--- src/rtl/serial_div_ctrl.sv ---
// Unsigned restoring divider. The trial subtraction A - M runs bit-serially
// through one full-adder cell, one bit per clock. A host starts a division
// with start, watches busy, and collects quotient/remainder when done pulses.

// Single-bit full adder; the only arithmetic element in the divider.
module full_add (
    input  logic a,
    input  logic b,
    input  logic c,
    output logic sum,
    output logic carry
);

    assign sum   = a ^ b ^ c;
    assign carry = (a & b) | (a & c) | (b & c);

endmodule

module serial_div_ctrl #(
    parameter int WIDTH = 4
) (
    input  logic             clk,
    input  logic             rst,
    input  logic             start,
    input  logic [WIDTH-1:0] dividend,
    input  logic [WIDTH-1:0] divisor,
    output logic             busy,
    output logic             done,
    output logic [WIDTH-1:0] quotient,
    output logic [WIDTH-1:0] remainder,
    output logic             div_by_zero
);

    // Counters must reach WIDTH (bit counter walks WIDTH+1 bits).
    localparam int CW = $clog2(WIDTH + 1);

    typedef enum logic [2:0] {
        IDLE,
        SHIFT,
        SUB,
        DECIDE,
        DONE
    } state_t;

    state_t         state;

    logic [WIDTH:0]   a_reg;     // partial remainder, one guard bit
    logic [WIDTH-1:0] q_reg;     // dividend shifting out, quotient shifting in
    logic [WIDTH:0]   m_reg;     // zero-extended divisor
    logic [WIDTH:0]   t_reg;     // trial difference A - M, built bit by bit
    logic             cy;        // serial carry; final value = no-borrow
    logic [CW-1:0]    it_cnt;    // quotient bits produced so far
    logic [CW-1:0]    bit_cnt;   // bit position inside the serial subtract

    logic             fa_a;
    logic             fa_b;
    logic             fa_sum;
    logic             fa_carry;

    logic [WIDTH:0]   a_next;
    logic [WIDTH-1:0] q_next;

    // Serial-subtract operands and the restore/commit decision values.
    always_comb begin
        fa_a   = a_reg[bit_cnt];
        fa_b   = ~m_reg[bit_cnt];
        a_next = cy ? t_reg : a_reg;
        q_next = {q_reg[WIDTH-1:1], cy};
    end

    // A + ~M + 1, one bit per clock, carry held in cy between bits.
    full_add u_fa (
        .a     (fa_a),
        .b     (fa_b),
        .c     (cy),
        .sum   (fa_sum),
        .carry (fa_carry)
    );

    // Division sequencer with datapath registers and registered outputs.
    always_ff @(posedge clk) begin
        if (rst) begin
            state       <= IDLE;
            a_reg       <= '0;
            q_reg       <= '0;
            m_reg       <= '0;
            t_reg       <= '0;
            cy          <= 1'b0;
            it_cnt      <= '0;
            bit_cnt     <= '0;
            busy        <= 1'b0;
            done        <= 1'b0;
            quotient    <= '0;
            remainder   <= '0;
            div_by_zero <= 1'b0;
        end else begin
            case (state)
                IDLE: begin
                    done <= 1'b0;
                    if (start) begin
                        q_reg  <= dividend;
                        m_reg  <= {1'b0, divisor};
                        a_reg  <= '0;
                        it_cnt <= '0;
                        busy   <= 1'b1;
                        if (divisor == '0) begin
                            // Result registers load now so they are valid with done.
                            quotient    <= '1;
                            remainder   <= dividend;
                            div_by_zero <= 1'b1;
                            done        <= 1'b1;
                            state       <= DONE;
                        end else begin
                            div_by_zero <= 1'b0;
                            state       <= SHIFT;
                        end
                    end
                end

                SHIFT: begin
                    a_reg   <= {a_reg[WIDTH-1:0], q_reg[WIDTH-1]};
                    q_reg   <= {q_reg[WIDTH-2:0], 1'b0};
                    bit_cnt <= '0;
                    cy      <= 1'b1;
                    state   <= SUB;
                end

                SUB: begin
                    t_reg[bit_cnt] <= fa_sum;
                    cy             <= fa_carry;
                    bit_cnt        <= bit_cnt + CW'(1);
                    if (bit_cnt == CW'(WIDTH)) begin
                        state <= DECIDE;
                    end
                end

                DECIDE: begin
                    a_reg  <= a_next;
                    q_reg  <= q_next;
                    it_cnt <= it_cnt + CW'(1);
                    if (it_cnt == CW'(WIDTH - 1)) begin
                        // Load results from the next-state values so they
                        // appear in the same cycle as done.
                        quotient  <= q_next;
                        remainder <= a_next[WIDTH-1:0];
                        done      <= 1'b1;
                        state     <= DONE;
                    end else begin
                        state <= SHIFT;
                    end
                end

                DONE: begin
                    done  <= 1'b0;
                    busy  <= 1'b0;
                    state <= IDLE;
                end

                default: begin
                    done  <= 1'b0;
                    busy  <= 1'b0;
                    state <= IDLE;
                end
            endcase
        end
    end

endmodule

--- config.mk ---
export PLATFORM = sky130hd
export DESIGN_NAME = serial_div_ctrl
export DESIGN_NICKNAME = d
export VERILOG_FILES = /design/src/rtl/serial_div_ctrl.sv
export SDC_FILE = /design/constraint.sdc
export NUM_CORES = 1
export LEC_CHECK = 0
export ABC_AREA = 1
export BUFFER_PORTS_ARGS = -buffer_cell sky130_fd_sc_hd__buf_4
export CORE_MARGIN = 8
export CORE_UTILIZATION = 41
export DETAILED_ROUTE_END_ITERATION = 7
export GPL_TIMING_DRIVEN = 0
export PLACE_DENSITY = 0.65
export SLEW_MARGIN = 10
export SYNTH_ARGS = -nofsm -noshare
export SYNTH_HDL_FRONTEND = slang
export SYNTH_HIERARCHICAL = 1
export SYNTH_SLANG_ARGS = --single-unit
--- constraint.sdc ---
create_clock -name clk -period 4.3 [get_ports clk]
set_clock_uncertainty 0.2 [all_clocks]
set_input_delay 0.86 -clock clk [delete_from_list [all_inputs] [get_ports clk]]
set_output_delay 0.86 -clock clk [all_outputs]
set_load 0.1 [all_outputs]
After elaboration in Yosys (flattened, before gate mapping):

Cells that the tools add are included.

* bits of input ports: 11
* register bits after elaboration: 39
* logic and storage cells: 93

* reduce and logical (&&, ||, !) cells: 18
* $add $sub $neg: 2
* multiplexer cells: 35
* bitwise operators: 11
* eq/ne operators: 10
* magnitude comparators: 2

Operators by type and width (count)
* $mux W4: 7
* $pmux W4 S2: 2
* $mux W3: 5
* $pmux W5 S3: 1
* $pmux W3 S2: 2
* $pmux W3 S4: 1
* $pmux W4 S3: 1
* $reduce_and A2 Y1: 6
* $mux W5: 2
* $ne A2 B2 Y1 const B: 5
* $eq A3 B2 Y1 const B: 3
* $mux W1: 7
* $add A3 B1 Y3 const B: 2
* $bmux W1 S3: 2
* $reduce_and A3 Y1: 2
* $reduce_bool A2 Y1: 3
* $bwmux W5: 1
* $logic_not A4 Y1: 1
* $lt A3 B4 Y1 const B: 1
* $not A1 Y1: 4
* $pmux W1 S2: 2
* $reduce_and A4 Y1: 1
* $and A1 B1 Y1: 3
* $demux W1 S3: 1
* other kinds (11): 13

Logic depth before layout (Yosys ltp):

Gate-level depths: netlist of the first run.

* depth after elaboration: 7
* depth in mapped cells: 10
* depth with buffers taken out: 10

Cells and area by module:

The synthesis of the first run kept the hierarchy.

Modules (own cells, without submodules)
* serial_div_ctrl: area each 1864.3 sq um, cells an instance 268, seq. area each 780.7 sq um, times used 1
* full_add: area each 20.0 sq um, cells an instance 1, seq. area each 0.0 sq um, times used 1

Least setup slack after synthesis of the first run:

No wires, ideal clock.

* path type: register -> register
* start: reg bit_cnt[2]
* end: reg t_reg[4]
* stages on the path, launching flop included: 8
* library setup time: 70 ps
* arrival time: 1873 ps
* data required time: 4030 ps
* slack: 2157 ps
* buffers on the path: 1
* period minus slack after synthesis: 2143 ps
* path through: dfxtp_1 > clkbuf_1 > nor2_1 > a221oi_1 > nor2_1 > fa_1 > nand4_1 > a21oi_1

* elaborated cells on any way between the ends: 13
* classes of those cells: order compare: 2; mux: 7; bitwise: 3; reduce/logical: 1

RTL lines
* start: declaration: RTL line 53 `logic [CW-1:0] bit_cnt;`
* start signal: assignment: RTL line 131 `bit_cnt <= bit_cnt + CW'(1);`
* $bmux W1 S3: RTL line 65 `fa_a = a_reg[bit_cnt];`
* $mux W1 (not written as such): RTL line 65
* named net fa_a: RTL line 55 `logic fa_a;`
* $xor A1 B1 Y1 (2 in a row): RTL line 14 `assign sum = a ^ b ^ c;`
* named net fa_sum: RTL line 57 `logic fa_sum;`
* $bwmux W5: RTL line 129 `t_reg[bit_cnt] <= fa_sum;`
* end signal: indexed assignment: RTL line 129
* end: declaration: RTL line 50 `logic [WIDTH:0] t_reg;`

The timed path passes the listed nets, and every way through them passes these cells. The select of a mux whose other input is x is not followed.
A chain may end at the register's enable or synchronous reset.

Worst setup path in the final report of the first run:

* start: reg bit_cnt[2]
* end: reg t_reg[4]

* longest elaborated chain between the ends: 6
* elaborated cells on any way between the ends: 13
* classes of those cells: order compare: 2; mux: 7; bitwise: 3; reduce/logical: 1

Ends and longest elaborated chain
* $bmux W1 S3: RTL line 66 `fa_b = ~m_reg[bit_cnt];`
* $mux W1 (not written as such): RTL line 66
* $not A1 Y1: RTL line 66
* named net fa_b: RTL line 56 `logic fa_b;`
* $xor A1 B1 Y1 (2 in a row): RTL line 14
* named net fa_sum: RTL line 57
* $bwmux W5: RTL line 129

The timed path passes the listed nets, and every way through them passes these cells. The select of a mux whose other input is x is not followed.

==> results.md, run 1 <==
Critical path:
- The highest-delay cell along the critical path is fa_1.
- The number of buffers and inverters on the critical path is 2.
- At the worst endpoint, the arrival time is 2.43 ns.
- The startpoint type of the worst setup path is a flop.
- Counting stages on the worst path, the most repeated cell is o21ai_0.
- The signal on the critical path passes through clkbuf_1 -> nor2_1 -> o21ai_0 -> o21ai_0 -> inv_1 -> fa_1 -> nand4_1 -> a21oi_1.
- The data required time of the critical path is 4.32 ns.
- The kind of cell adding the most delay to the critical path is adder cells.
- The kind of critical path is flop to flop.
- The worst setup path is captured at a flop.
- The stage delay of the slowest cell on the critical path is 0.61 ns.
- The largest fanout of any net on the critical path is 9.

Place:
- The congestion estimate from routability-driven global placement came to 0.859.
- The number of buffer cells added on primary ports is 21.
- The number of placed cells counting well taps is 342.
- The HPWL reported at the end of detailed placement is 3.29 mm.

Global route:
- The number of global-route vias before repair is 1,717.
- In the global route stage, overall resource usage came out at 13.2%.
- The first global-routing pass estimated 7.84 mm of wire.
- The number of antenna violations at the first check in global routing is 0.
- Entering global routing, the biggest net connects 12 pins.
- The aggregate global routing overflow is 0.

Pwr:
- IR analysis of the VDD net gives a maximum drop of 0.000289 V.
- Summed over all cells, the static leakage comes to 0.000967 uW.
- Per report_power, the combinational group accounts for 40.3% of the total.
- The proportion of power drawn by the clock network is 22.0%.
- The power per cell area is 565 nW/um^2.
- Internal power comes to 708 uW.
- The switching power is 540 uW.
- Registers are responsible for 37.6% of the overall power.
- The share of total power consumed by net switching is 43.3%.

Clock tree:
- The later pin in the worst-skew pair is clocked with a latency of 0.29 ns.
- The clock root buffer master is clkbuf_8.
- Once the clock tree was built, the resizer swapped 0 gates to a different size.
- Clock tree synthesis found a total of 39 sinks.
- Counting along the longest clock path gives a buffer depth of 2.
- For this design, the CTS-stage hold fixing added 0 buffers.
- The register clock-pin slew on the reported worst setup and hold paths is 0.08 ns.
- TritonCTS built the clock tree.
- The total clock buffers created by CTS is 5.
- In this run the number of H-tree levels came out at 2.
- The number of post-CTS setup repair buffers is 0.

Timing:
- Setup repair after global routing left no endpoint under its margin.
- Derived from the worst setup path, the maximum achievable clock frequency is 0.414 GHz.
- The total negative slack for setup checks is 0 ns.
- The count of final hold-check violations is 0.
- The number of pins with negative max-slew slack in the final report is 0.
- In this run the tightest slew margin relative to its limit is 64.3%.
- At the pin with the least slew margin, the transition time is 0.536 ns.
- Dividing the final minimum period by the clock period gives 56.1%.
- Setup violations remaining at the end of the flow were counted as 0.
- The final critical-path required period is 2.41 ns.

Floorplanning:
- The die span in y is 83.8 um.
- The die footprint is 7020 um^2.
- 22 I/O pins were placed.
- The standard-cell row count is 24.
- The initial utilization of the core area, before any placement, comes to 43.0%.
- The placeable core region is 4380 um^2.
- The die is 83.8 um wide.

Final layout:
- Leaving out fill and tap cells, the most frequent cell in the layout is nand2_1.
- In the layout the commonest cells are nand2_1 (62), dfxtp_1 (39), inv_1 (33).
- The count of nets after finishing is 313.
- The count of fill cells added during filler insertion is 443.
- The layout cell share with drive strength beyond 1 is 14.8%.
- Relative to the synthesized area, the layout overhead comes to 17.1%.
- The filler-free cell count of the finished design is 350.
- The number of antenna diodes is 0.

Yosys:
- The sequential element share of the synthesized area is 41.4%.
- The post-synthesis sequential element count is 39.
- Synthesis produced a netlist with a net count of 285.
- In this run the cell area of the synthesized design comes to 1880 um^2.
- The count of cell types in the netlist is 26.
- For this run, the number of Yosys warnings is 6.
- Averaged over all synthesized cells, the footprint is 7.00 um^2.
- In the synthesized netlist, the number of instances is 269.

Run status:
- The flow ran to the end, and the final reports show no timing, DRC or antenna violations.

Drt:
- Summing over every cut layer, the via total after detailed routing is 1,749.
- After the first detailed-routing iteration, the DRC count stood at 94.
- The via-per-instance ratio is 5.00.
- The number of detailed-routing iterations run before antenna repair is 4.
- Once detail routing completed, the nets flagged for antenna violations numbered 0.
- The post-detailed-route wirelength per cell is 12.6 um.
- The wire length reported by the detailed router is 4.41 mm.
- For this run, design rule violations remaining after detail routing come to 0.

Worst hold path:
- The worst hold path belongs to the class flop to flop.

Flow run:
- The reported max-cap violation count is 0.
## tightest hold or removal path: stages, from the launching register on
cell     delay, ns
dfxtp_1       0.31
inv_1         0.04
a21oi_1       0.05
## layer usage
| layer | vias up | global-route usage, % | wire length, um |
|---|---|---|---|
| li1 | 928 | - | - |
| met2 | 35 | 23.2 | 2130 |
| met3 | 5 | 3.91 | 217 |
| met1 | 781 | 15.0 | 2030 |
| met5 | - | 0 | 0 |
| met4 | 0 | 3.77 | 33 |
## cell usage after synthesis, drive strengths merged
library cell  number  area (um^2)
a211oi             1         7.51
a21oi             29          145
a221oi             1         8.76
a31oi              1         6.26
buf                2         16.3
clkbuf             6         22.5
dfxtp             39          781
fa                 1         20.0
ha                 4         50.1
inv               34          128
nand2             65          256
nand3             17         95.1
nand4              3         18.8
nor2              33          158
o21ai             30          150
or2                2         12.5
xor2               1         8.76
## worst paths after layout
kind,start,end,slack [ns],cells after the start
worst max register to register,bit_cnt[2],t_reg[4],1.89,8
worst min register to register,quotient[1],quotient[1],0.25,2
worst max-delay path,bit_cnt[2],t_reg[4],1.89,8
worst min-delay path,quotient[1],quotient[1],0.25,2
## area by class of cell
class                      count  area [um^2]  area share (%)
buffer                         8         38.8            1.76
clock buffer                   8          100            4.54
inverter                      34          128            5.78
multi-input combinational    188          937            42.5
sequential                    39          781            35.4
tap                           52         65.1            2.95
timing repair buffer          21          158            7.14
## cells by family after synthesis
kind of cell | after synthesis | synth area share [%]
simple gates | 120 | 28.7
compound gates | 62 | 16.9
buf+inv | 42 | 8.83
flops | 39 | 41.4
fa+ha+maj | 5 | 3.72
xor+xnor | 1 | 0.465
## per-stage QoR
stage          hold WS [ns]  util, %  total power, uW  cell area [um^2]  worst slack, ns
2_1_floorplan         0.229        -              859              1880             2.16
3_3_place_gp          0.239     48.1              976              2110             1.90
3_5_place_dp          0.239     48.1              978              2110             1.90
4_1_cts               0.251     50.3             1250              2210             1.89
5_1_grt               0.278     50.3             1340              2210             1.63
6_report              0.249     50.3             1250              2210             1.89
## power groups by stage
stage	sequential (uW)	clock (uW)	combinational [uW]
CTS	469	280	504
global route	480	298	563
detailed placement	476	0	502
finish	469	275	503
global placement	475	0	500
floorplan	574	0	286
No activity file was read; power rests on OpenSTA's default activity.
==> run 2: changes to the inputs <==
Clock period 4.3 ns to 2.3 ns, I/O delays scaled along.
==> results.md, run 2 (synthesized netlist as in run 1, its figures left out) <==
Floorplanning:
- The floorplan die width is 83.8 um (unchanged).
- The die footprint is 7020 um^2 (unchanged).
- The die span in y is 83.8 um (unchanged).
- The standard-cell row count is 24 (unchanged).
- The placeable core region was 4380 um^2 (unchanged).
- The number of top-level design ports is 22 (unchanged).
- The initial core utilization is 43.0% (unchanged).

Pwr:
- The power per cell area is 1060 nW/um^2 (+87%).
- The leakage power total is 0.000965 uW (-0.24%).
- The internal power component is 1330 uW (+88%).
- The switching power is 1010 uW (+88%).
- The highest ir drop seen on vdd is 0.000541 V (+87%).
- The sequential power share is 38.1% (+0.5 points).
- The proportion of power drawn by the clock network came to 21.8% (-0.2 points).
- The share of total power consumed by net switching came to 43.2% (about the same).
- The logic gate share of total power came to 40.1% (-0.2 points).

Critical path:
- The data required time of the critical path is 2.32 ns (-2.00 ns).
- The worst path arrival time was 2.14 ns (-0.29 ns).
- By startpoint and endpoint, the worst setup path is classified as flop to flop.
- The worst setup path is captured at a flop.
- The largest fanout of any net on the critical path is 7 (-2).
- The startpoint type of the worst setup path is a flop.

Clock tree:
- The clock latency on the worst-skew pair came to 0.29 ns (about the same).
- The register clock-pin slew on the reported worst setup and hold paths is 0.07 ns (about the same).
- The tree is rooted in a clkbuf_8.
- The total clock buffers created by CTS is 5 (unchanged).
- The clock sink total came to 39 (unchanged).
- The number of post-CTS setup repair buffers came to 0 (unchanged).
- The TritonCTS clock tree is done.
- The number of buffers on the longest clock path is 2 (unchanged).
- The number of buffers inserted for hold repair after clock tree synthesis is 0 (unchanged).
- The total number of H-tree levels came to 2 (unchanged).

Drt:
- The post-detailed-route wirelength per cell was 12.8 um (+1.8%).
- The number of DRC markers after the initial detailed-route iteration came to 87 (-7.4%).
- The total number of vias was 1,710 (-2.2%).
- The post-route DRC violation count is 0 (unchanged).
- The number of nets still failing antenna checks after routing is 0 (unchanged).
- The wire length reported by the detailed router came to 4.46 mm (+1.2%).
- The via-per-instance ratio came to 4.91 (-1.7%).
- The number of detailed-routing iterations run before antenna repair is 4 (unchanged).

Place:
- The routability congestion estimate came to 0.859 (unchanged).
- The number of buffer cells added on primary ports came to 21 (unchanged).
- The number of placed cells counting well taps is 342 (unchanged).
- The HPWL reported at the end of detailed placement is 3.29 mm (unchanged).
- The cell area after placement is 2110 um^2 (unchanged).

Run status:
- The flow ran to the end, and the final reports show no timing, DRC or antenna violations.

Final layout:
- The count of nets after finishing came to 311 (-0.64%).
- The final non-filler cell area is 2220 um^2 (+0.57%).
- The layout cell share with drive strength beyond 1 is 16.9% (+2.1 points).
- The filler-free cell count of the finished design came to 348 (-0.57%).
- From synthesis to final layout, the design area changed by 17.8%.
- The most common cell after layout, fill and taps aside is nand2_1.
- The number of antenna diodes is 0 (unchanged).
- In the layout the commonest cells are nand2_1 (61), dfxtp_1 (37), inv_1 (32).

Timing:
- The maximum achievable frequency is 0.472 GHz (+14%).
- The final critical-path required period is 2.12 ns (-0.293 ns).
- Setup repair after global routing left no endpoint under its margin.
- The number of pins with negative max-slew slack in the final report was 0 (unchanged).
- The count of final hold-check violations is 0 (unchanged).
- The actual slew at the worst max-slew pin was 0.550 ns (+0.0147 ns).
- The final count of negative-setup-slack endpoints is 0 (unchanged).
- The period utilization is 92.2% (+36 points).
- The total negative slack for setup checks was 0 ns (unchanged).
- The worst-case headroom to the max-slew limit is 63.3% (-0.98 points).

Global route:
- The number of antenna violations at the first check in global routing is 0 (unchanged).
- The largest net degree at the start of global routing is 12 (unchanged).
- The number of global-route vias before repair is 1,713 (-0.23%).
- The global router's overall resource usage came to 13.2% (unchanged).
- The first-pass GRT wire length was 7.84 mm (unchanged).
- The aggregate global routing overflow is 0 (unchanged).

Worst hold path:
- The worst hold path belongs to the class primary input to flop.

Flow run:
- The reported max-cap violation count came to 0 (unchanged).
==> run 2: cell count changes in the layout (fill, tap and decap cells not counted), sizes merged <==
| cell | delta |
|---|---|
| clkbuf | -2 |
==> run 2: final cells by class <==
class                           instances  area [um^2]
Buffer                                  6         31.3
Clock buffer                            8          100
Fill cell                             443         2160
Inverter                               34          128
Multi-Input combinational cell        188          950
Sequential cell                        39          788
Tap cell                               52         65.1
Timing Repair Buffer                   21          158
==> run 2: repair_timing <==
action / 4_1_cts / 5_1_grt
endpoints found under the setup margin: 5 / 5
hold endpoints to repair: 0 / 0
resized for setup: 1 / 8
==> run 2: path summary, 6_finish.rpt <==
check         startpoint           to  slack (ns)  cells after the start
min reg2reg  quotient[1]  quotient[1]        0.25                      2
max           bit_cnt[1]     t_reg[4]        0.18                      8
max reg2reg   bit_cnt[1]     t_reg[4]        0.18                      8
min                  rst   bit_cnt[0]        0.16                      2
==> run 2: worst max-delay path, stage by stage (launching register included) <==
cell     delay, ns
dfxtp_1       0.39
inv_2         0.10
nor2_4        0.16
o21ai_0       0.10
o21ai_0       0.16
inv_1         0.08
fa_2          0.60
nand4_1       0.10
a21oi_1       0.16
==> run 2: through the flow <==
step | hold slack (ns) | power, uW | setup slack (ns) | util [%]
6_report | 0.159 | 2340 | 0.180 | 50.6
5_1_grt | 0.157 | 2520 | 0.0108 | 50.6
2_1_floorplan | 0.229 | 1610 | 0.157 | -
3_5_place_dp | 0.239 | 1830 | -0.101 | 48.1
3_3_place_gp | 0.239 | 1820 | -0.105 | 48.1
4_1_cts | 0.161 | 2340 | 0.0464 | 50.2
==> run 2: per-layer routing <==
layer	up-vias	part of all wire [%]	GRT usage (%)	wire length, um
met4	0	0.72	3.77	32
met1	763	46	15.0	2070
met2	24	49	23.2	2190
met5	-	0	0	0
li1	918	-	-	-
met3	5	3.9	3.91	172
==> run 2: power by group through the flow <==
stage / Clock, uW / Combinational [uW] / Sequential (uW)
3_5_place_dp: 0 / 938 / 891
3_3_place_gp: 0 / 935 / 888
6_report: 511 / 939 / 893
5_1_grt: 557 / 1050 / 912
4_1_cts: 524 / 929 / 888
2_1_floorplan: 0 / 534 / 1070
